File: src/rtl/uart_tx_fifo_rd.sv
// uart_tx_fifo_rd
//   UART transmit serializer that drains a first-word-fall-through TX FIFO.
//   Each frame is: start bit (0), DWIDTH data bits LSB first, optional
//   parity bit, then a stop period of SB_TICK oversampling ticks (line high).
//   All bit timing is counted in s_tick pulses from the shared baud generator.
//
//   Optional feature macro: UART_TX_PARITY_EN
//     When defined, adds the parity_odd input and a parity bit between the
//     last data bit and the stop period.
//
// Ports
//   clk          system clock, all state on rising edge
//   resetn       asynchronous active-low reset
//   s_tick       one-clk pulse at OVERSAMPLE x baud rate
//   fifo_empty   TX FIFO empty flag
//   fifo_data    TX FIFO head word, valid while fifo_empty is low
//   parity_odd   (UART_TX_PARITY_EN only) odd parity select, sampled at pop
//   fifo_rd      one-clk pop strobe to the TX FIFO
//   tx           registered serial line, idle high
//   tx_busy      high while a frame is in progress
//   tx_done_tick one-clk pulse on the cycle the stop period completes
module uart_tx_fifo_rd #(
  parameter int DWIDTH     = 8,
  parameter int OVERSAMPLE = 16,
  parameter int SB_TICK    = 16
) (
  input  logic              clk,
  input  logic              resetn,
  input  logic              s_tick,
  input  logic              fifo_empty,
  input  logic [DWIDTH-1:0] fifo_data,
`ifdef UART_TX_PARITY_EN
  input  logic              parity_odd,
`endif
  output logic              fifo_rd,
  output logic              tx,
  output logic              tx_busy,
  output logic              tx_done_tick
);

  localparam int CMAX = (OVERSAMPLE > SB_TICK) ? OVERSAMPLE : SB_TICK;
  localparam int SW   = (CMAX > 1) ? $clog2(CMAX) : 1;
  localparam int NW   = (DWIDTH > 1) ? $clog2(DWIDTH) : 1;

  localparam logic [SW-1:0] OS_LAST = SW'(OVERSAMPLE - 1);
  localparam logic [SW-1:0] SB_LAST = SW'(SB_TICK - 1);
  localparam logic [NW-1:0] N_LAST  = NW'(DWIDTH - 1);

  typedef enum logic [2:0] {
    IDLE   = 3'd0,
    START  = 3'd1,
    DATA   = 3'd2,
    PARITY = 3'd3,
    STOP   = 3'd4
  } state_t;

  state_t            state, state_nxt;
  logic [SW-1:0]     s_cnt, s_cnt_nxt;
  logic [NW-1:0]     n_cnt, n_cnt_nxt;
  logic [DWIDTH-1:0] b_reg, b_nxt;
  logic              tx_nxt;
  logic              par_reg, par_nxt;
  logic              bit_end;

  assign bit_end = s_tick && (s_cnt == OS_LAST);

  // State and datapath registers
  always_ff @(posedge clk or negedge resetn) begin
    if (!resetn) begin
      state   <= IDLE;
      s_cnt   <= '0;
      n_cnt   <= '0;
      b_reg   <= '0;
      par_reg <= 1'b0;
      tx      <= 1'b1;
    end else begin
      state   <= state_nxt;
      s_cnt   <= s_cnt_nxt;
      n_cnt   <= n_cnt_nxt;
      b_reg   <= b_nxt;
      par_reg <= par_nxt;
      tx      <= tx_nxt;
    end
  end

  // Next-state and next-datapath logic
  always_comb begin
    state_nxt = state;
    s_cnt_nxt = s_cnt;
    n_cnt_nxt = n_cnt;
    b_nxt     = b_reg;
    par_nxt   = par_reg;
    case (state)
      IDLE: begin
        if (!fifo_empty) begin
          state_nxt = START;
          s_cnt_nxt = '0;
          b_nxt     = fifo_data;
`ifdef UART_TX_PARITY_EN
          par_nxt   = (^fifo_data) ^ parity_odd;
`endif
        end
      end
      START: begin
        if (s_tick) begin
          if (s_cnt == OS_LAST) begin
            s_cnt_nxt = '0;
            n_cnt_nxt = '0;
            state_nxt = DATA;
          end else begin
            s_cnt_nxt = s_cnt + 1'b1;
          end
        end
      end
      DATA: begin
        if (bit_end) begin
          s_cnt_nxt = '0;
          b_nxt     = b_reg >> 1;
          if (n_cnt == N_LAST) begin
`ifdef UART_TX_PARITY_EN
            state_nxt = PARITY;
`else
            state_nxt = STOP;
`endif
          end else begin
            n_cnt_nxt = n_cnt + 1'b1;
          end
        end else if (s_tick) begin
          s_cnt_nxt = s_cnt + 1'b1;
        end
      end
`ifdef UART_TX_PARITY_EN
      PARITY: begin
        if (bit_end) begin
          s_cnt_nxt = '0;
          state_nxt = STOP;
        end else if (s_tick) begin
          s_cnt_nxt = s_cnt + 1'b1;
        end
      end
`endif
      STOP: begin
        if (s_tick) begin
          if (s_cnt == SB_LAST) begin
            s_cnt_nxt = '0;
            state_nxt = IDLE;
          end else begin
            s_cnt_nxt = s_cnt + 1'b1;
          end
        end
      end
      default: state_nxt = IDLE;
    endcase

    // The line level is derived from the state being entered so that tx
    // changes on exactly the same edge as the registered state.
    case (state_nxt)
      START:   tx_nxt = 1'b0;
      DATA:    tx_nxt = b_nxt[0];
      PARITY:  tx_nxt = par_nxt;
      default: tx_nxt = 1'b1;
    endcase
  end

  // Combinational outputs; fifo_rd is gated by resetn so no pop can be
  // issued while reset is held.
  always_comb begin
    fifo_rd      = (state == IDLE) && !fifo_empty && resetn;
    tx_busy      = (state != IDLE);
    tx_done_tick = (state == STOP) && s_tick && (s_cnt == SB_LAST);
  end

endmodule

File: config.mk
export PLATFORM = sky130hd
export DESIGN_NAME = uart_tx_fifo_rd
export DESIGN_NICKNAME = d
export VERILOG_FILES = /design/src/rtl/uart_tx_fifo_rd.sv
export SDC_FILE = /design/constraint.sdc
export NUM_CORES = 1
export LEC_CHECK = 0
export CAP_MARGIN = 20
export CORE_ASPECT_RATIO = 0.8
export CORE_UTILIZATION = 45
export CTS_BUF_LIST = sky130_fd_sc_hd__clkbuf_4 sky130_fd_sc_hd__clkbuf_8
export CTS_CLUSTER_SIZE = 16
export DETAILED_ROUTE_END_ITERATION = 10
export HOLD_SLACK_MARGIN = 0.02
export PLACE_DENSITY = 0.7
export SLEW_MARGIN = 20
export SYNTH_ARGS = -nofsm -noshare
export SYNTH_HDL_FRONTEND = slang
export SYNTH_SLANG_ARGS = --single-unit
File: constraint.sdc
create_clock -name clk -period 2 [get_ports clk]
set_input_delay 0.2 -clock clk [delete_from_list [all_inputs] [get_ports clk]]
set_output_delay 0.2 -clock clk [all_outputs]
set_load 0.03 [all_outputs]
==> flow_summary.json <==
{
  "outcome": "finished, violations left",
  "violations": "design-rule violations",
  "die_x_um": 57.2,
  "seq_area_um2": 479,
  "synthTopCellsByArea": "dfrtp_1 41%, a22oi_1 5.5%, nand2_1 5.5%, nor2_1 4.5%, o21ai_0 4.1%",
  "seq_power_share_pct": 46.8,
  "drt-initial-drc-count": 35,
  "crit_path_end": "fifo_rd",
  "syn_area_per_cell_um2": 9.37,
  "regToRegSetupSlack_ps": 250,
  "post-synth-top-area-fraction_pct": 41.1,
  "ctsRootBufferMaster": "clkbuf_4",
  "maxSlewViolCount": 0,
  "drive_above_1_share_pct": 14.7,
  "post_synth_edffs": 0,
  "grt_antenna_before_repair": 0,
  "stdcell_area_mm2": 0.00130,
  "floorplan.core_area_mm2": 0.00223,
  "timing.critical_path.from_type": "register",
  "portBuffers": 15,
  "critPathCaptureType": "output pin",
  "via_count": 898,
  "syn2layout_area_growth_pct": 18.9,
  "yosys-top-cells-count": "18 x dfrtp_1, 16 x nand2_1, 13 x nor2_1",
  "power_leakage_nw": 0.585,
  "p_comb_share_pct": 39.0,
  "worstPathRequired_ps": 1800,
  "rr_startpoint": "state[2]$_DFF_PN0_",
  "cts_htree_levels": 1,
  "place.gp.congestion": 0.864,
  "max-slew-margin-rel_pct": 70.7,
  "number_of_nets_with_antenna_violations_after_routing": 0,
  "viasPerCell": 5.58,
  "startpoint": "state[0]$_DFF_PN0_",
  "grt_setup_unrepaired": "false",
  "synth_cell_types": 38,
  "fillerInstances": 202,
  "clkTransAtPathRegs_ps": 110,
  "power.total_mw": 1.49,
  "synth_ff_type": "dfrtp_1",
  "hpwl_um": 1650,
  "cp_max_fo": 12,
  "postSynth.asyncResetShare_pct": 100,
  "num_antenna_cells": 0,
  "cpMostUsedCell": "buf_4",
  "fp.dieH_um": 46.1,
  "die-area_mm2": 0.00264,
  "yosysWarnings": 0,
  "switching_power_uw": 582,
  "arrival_ps": 1680,
  "timing.critical_path.depth": 4,
  "synth-seq-area-share_pct": 43.5,
  "dpl_cell_area_mm2": 0.00127,
  "layout.nets": 152,
  "grt_overflow": 0,
  "cts_num_sinks": 19,
  "clock_skew_ps": 11.1,
  "grt_use_total_pct": 19.3,
  "start_util_pct": 49.1,
  "post-cts-setup-buffers": 0,
  "synth_most_common_cell": "dfrtp_1",
  "timing.critical_path.max_delay_family": "flip-flops",
  "vias_in_the_first_global_route": 795,
  "synth_fp_nets": 132,
  "timing.setup.critical_path_class": "reg2out",
  "power.clock.fraction_pct": 14.2,
  "largest_register_ff_count": 8,
  "power.share.switching_pct": 39.1,
  "synth.ff_latch_count": 19,
  "post_synth_instance_area_mm2": 0.00110,
  "cts.hold.buffers_added": 0,
  "worst_hold_path_type": "in2async",
  "site_row_count": 15,
  "intPower_uw": 907,
  "power_density_mw_per_mm2": 1140,
  "clock.fmax_ghz": 0.532,
  "cts_buffers": 3,
  "final_period_minus_worst_setup_slack_ps": 1880,
  "grt_start_max_net_pins": 20,
  "count_of_buffer_and_inverter_cells_on_the_critical_path": 2,
  "worst_ir_drop_on_vdd_uv": 725,
  "finalSetupViolations": 0,
  "cts_max_path_buffers": 2,
  "worst_pin_slew_ps": 436,
  "cts-resized-gates": 1,
  "rr_endpoint": "tx$_DFF_PN1_",
  "ios": 16,
  "wl_per_cell_um": 13.9,
  "grt_first_pass_wirelength_um": 3710,
  "insertion_delay_ps": 300,
  "cts_tree": "built",
  "multi_input_comb_area_um2": 574,
  "yosysTopAreaCell": "dfrtp_1",
  "path_cells": "nor4_4, buf_4, and2_1, buf_4",
  "period_share_pct": 94.0,
  "drt_drc_violations_left": 2,
  "synthesis.instances": 117,
  "hold_violations": 0,
  "totalNegativeSetupSlack_ps": 0,
  "worst-r2r-cell-count": 5,
  "routed_wl_um": 2240,
  "worst_path_largest_cell_delay_ps": 510,
  "cp_slowest_cell": "dfrtp_2",
  "drv.max_cap_violation_count": 0,
  "dr.pass1.iters": 7
}
==> power by group through the flow <==
stage               combinational (mW)  clock [mW]  sequential (mW)
floorplan                        0.451           0            0.669
global placement                 0.583           0            0.699
detailed placement               0.592           0            0.694
CTS                              0.585       0.225            0.690
global route                     0.662       0.241            0.718
finish                           0.581       0.212            0.697
==> per-layer routing <==
metal  track usage, %  routed length, um  vias up
li1                 -                  -      456
met3             6.18                109        2
met2             28.5                885       17
met5                0                  0        -
met1             27.0               1220      423
met4             5.85                 24        0
==> per-stage QoR <==
step | utilization, % | setup WS, ps | std cells | hold slack, ps
2_1_floorplan | - | 315 | 117 | -95.6
3_3_place_gp | 57.0 | 215 | 157 | 471
3_5_place_dp | 57.0 | 180 | 157 | 467
4_1_cts | 58.3 | 59.0 | 161 | 258
5_1_grt | 58.4 | 19.8 | 161 | 261
6_report | 58.4 | 121 | 161 | 252
==> layout make-up <==
class,instances,share of cell area [%]
multi-input cells,90,44.0
flip-flops and latches,19,36.8
clock buffers,4,2.30
repair buffers,19,13.3
well taps,25,2.40
inverters,4,1.15
==> worst min path at each step <==
stage and to:
5_1_grt n_cnt[2]$_DFFE_PN0P_, 4_1_cts b_reg[7]$_DFFE_PN0P_, 6_report b_reg[7]$_DFFE_PN0P_, 2_1_floorplan b_reg[0]$_DFF_PN0_, 3_3_place_gp b_reg[5]$_DFFE_PN0P_, 3_5_place_dp b_reg[4]$_DFFE_PN0P_
==> logic make-up (layout without fill, tap and decap cells) <==
logic type | Yosys count | after routing | synth area share, %
flops | 19 | 19 | 43.5
buf+inv | 8 | 27 | 4.11
fa+ha+maj | 3 | 3 | 3.43
compound gates | 30 | 30 | 18.9
xor+xnor | 1 | 1 | 0.799
mux | 3 | 3 | 2.85
simple gates | 53 | 53 | 26.4
==> cells in the final DEF, fill, tap and decap left out, types with 2 or more instances in the layout <==
| cell | netlist | final |
|---|---|---|
| or3b_1 | 2 | 2 |
| dfrtp_2 | 0 | 2 |
| nand2b_1 | 3 | 3 |
| nor2_1 | 13 | 13 |
| dfrtp_1 | 18 | 16 |
| and2_1 | 3 | 3 |
| o21ai_0 | 9 | 9 |
| inv_1 | 4 | 4 |
| ha_1 | 3 | 3 |
| clkdlybuf4s50_1 | 0 | 12 |
| a21oi_1 | 3 | 3 |
| nand2_1 | 16 | 16 |
| a22oi_1 | 8 | 8 |
| nand3_1 | 7 | 7 |
| clkbuf_4 | 0 | 4 |
| buf_4 | 2 | 6 |
| mux2i_1 | 2 | 2 |
No activity file was read; power rests on OpenSTA's default activity.
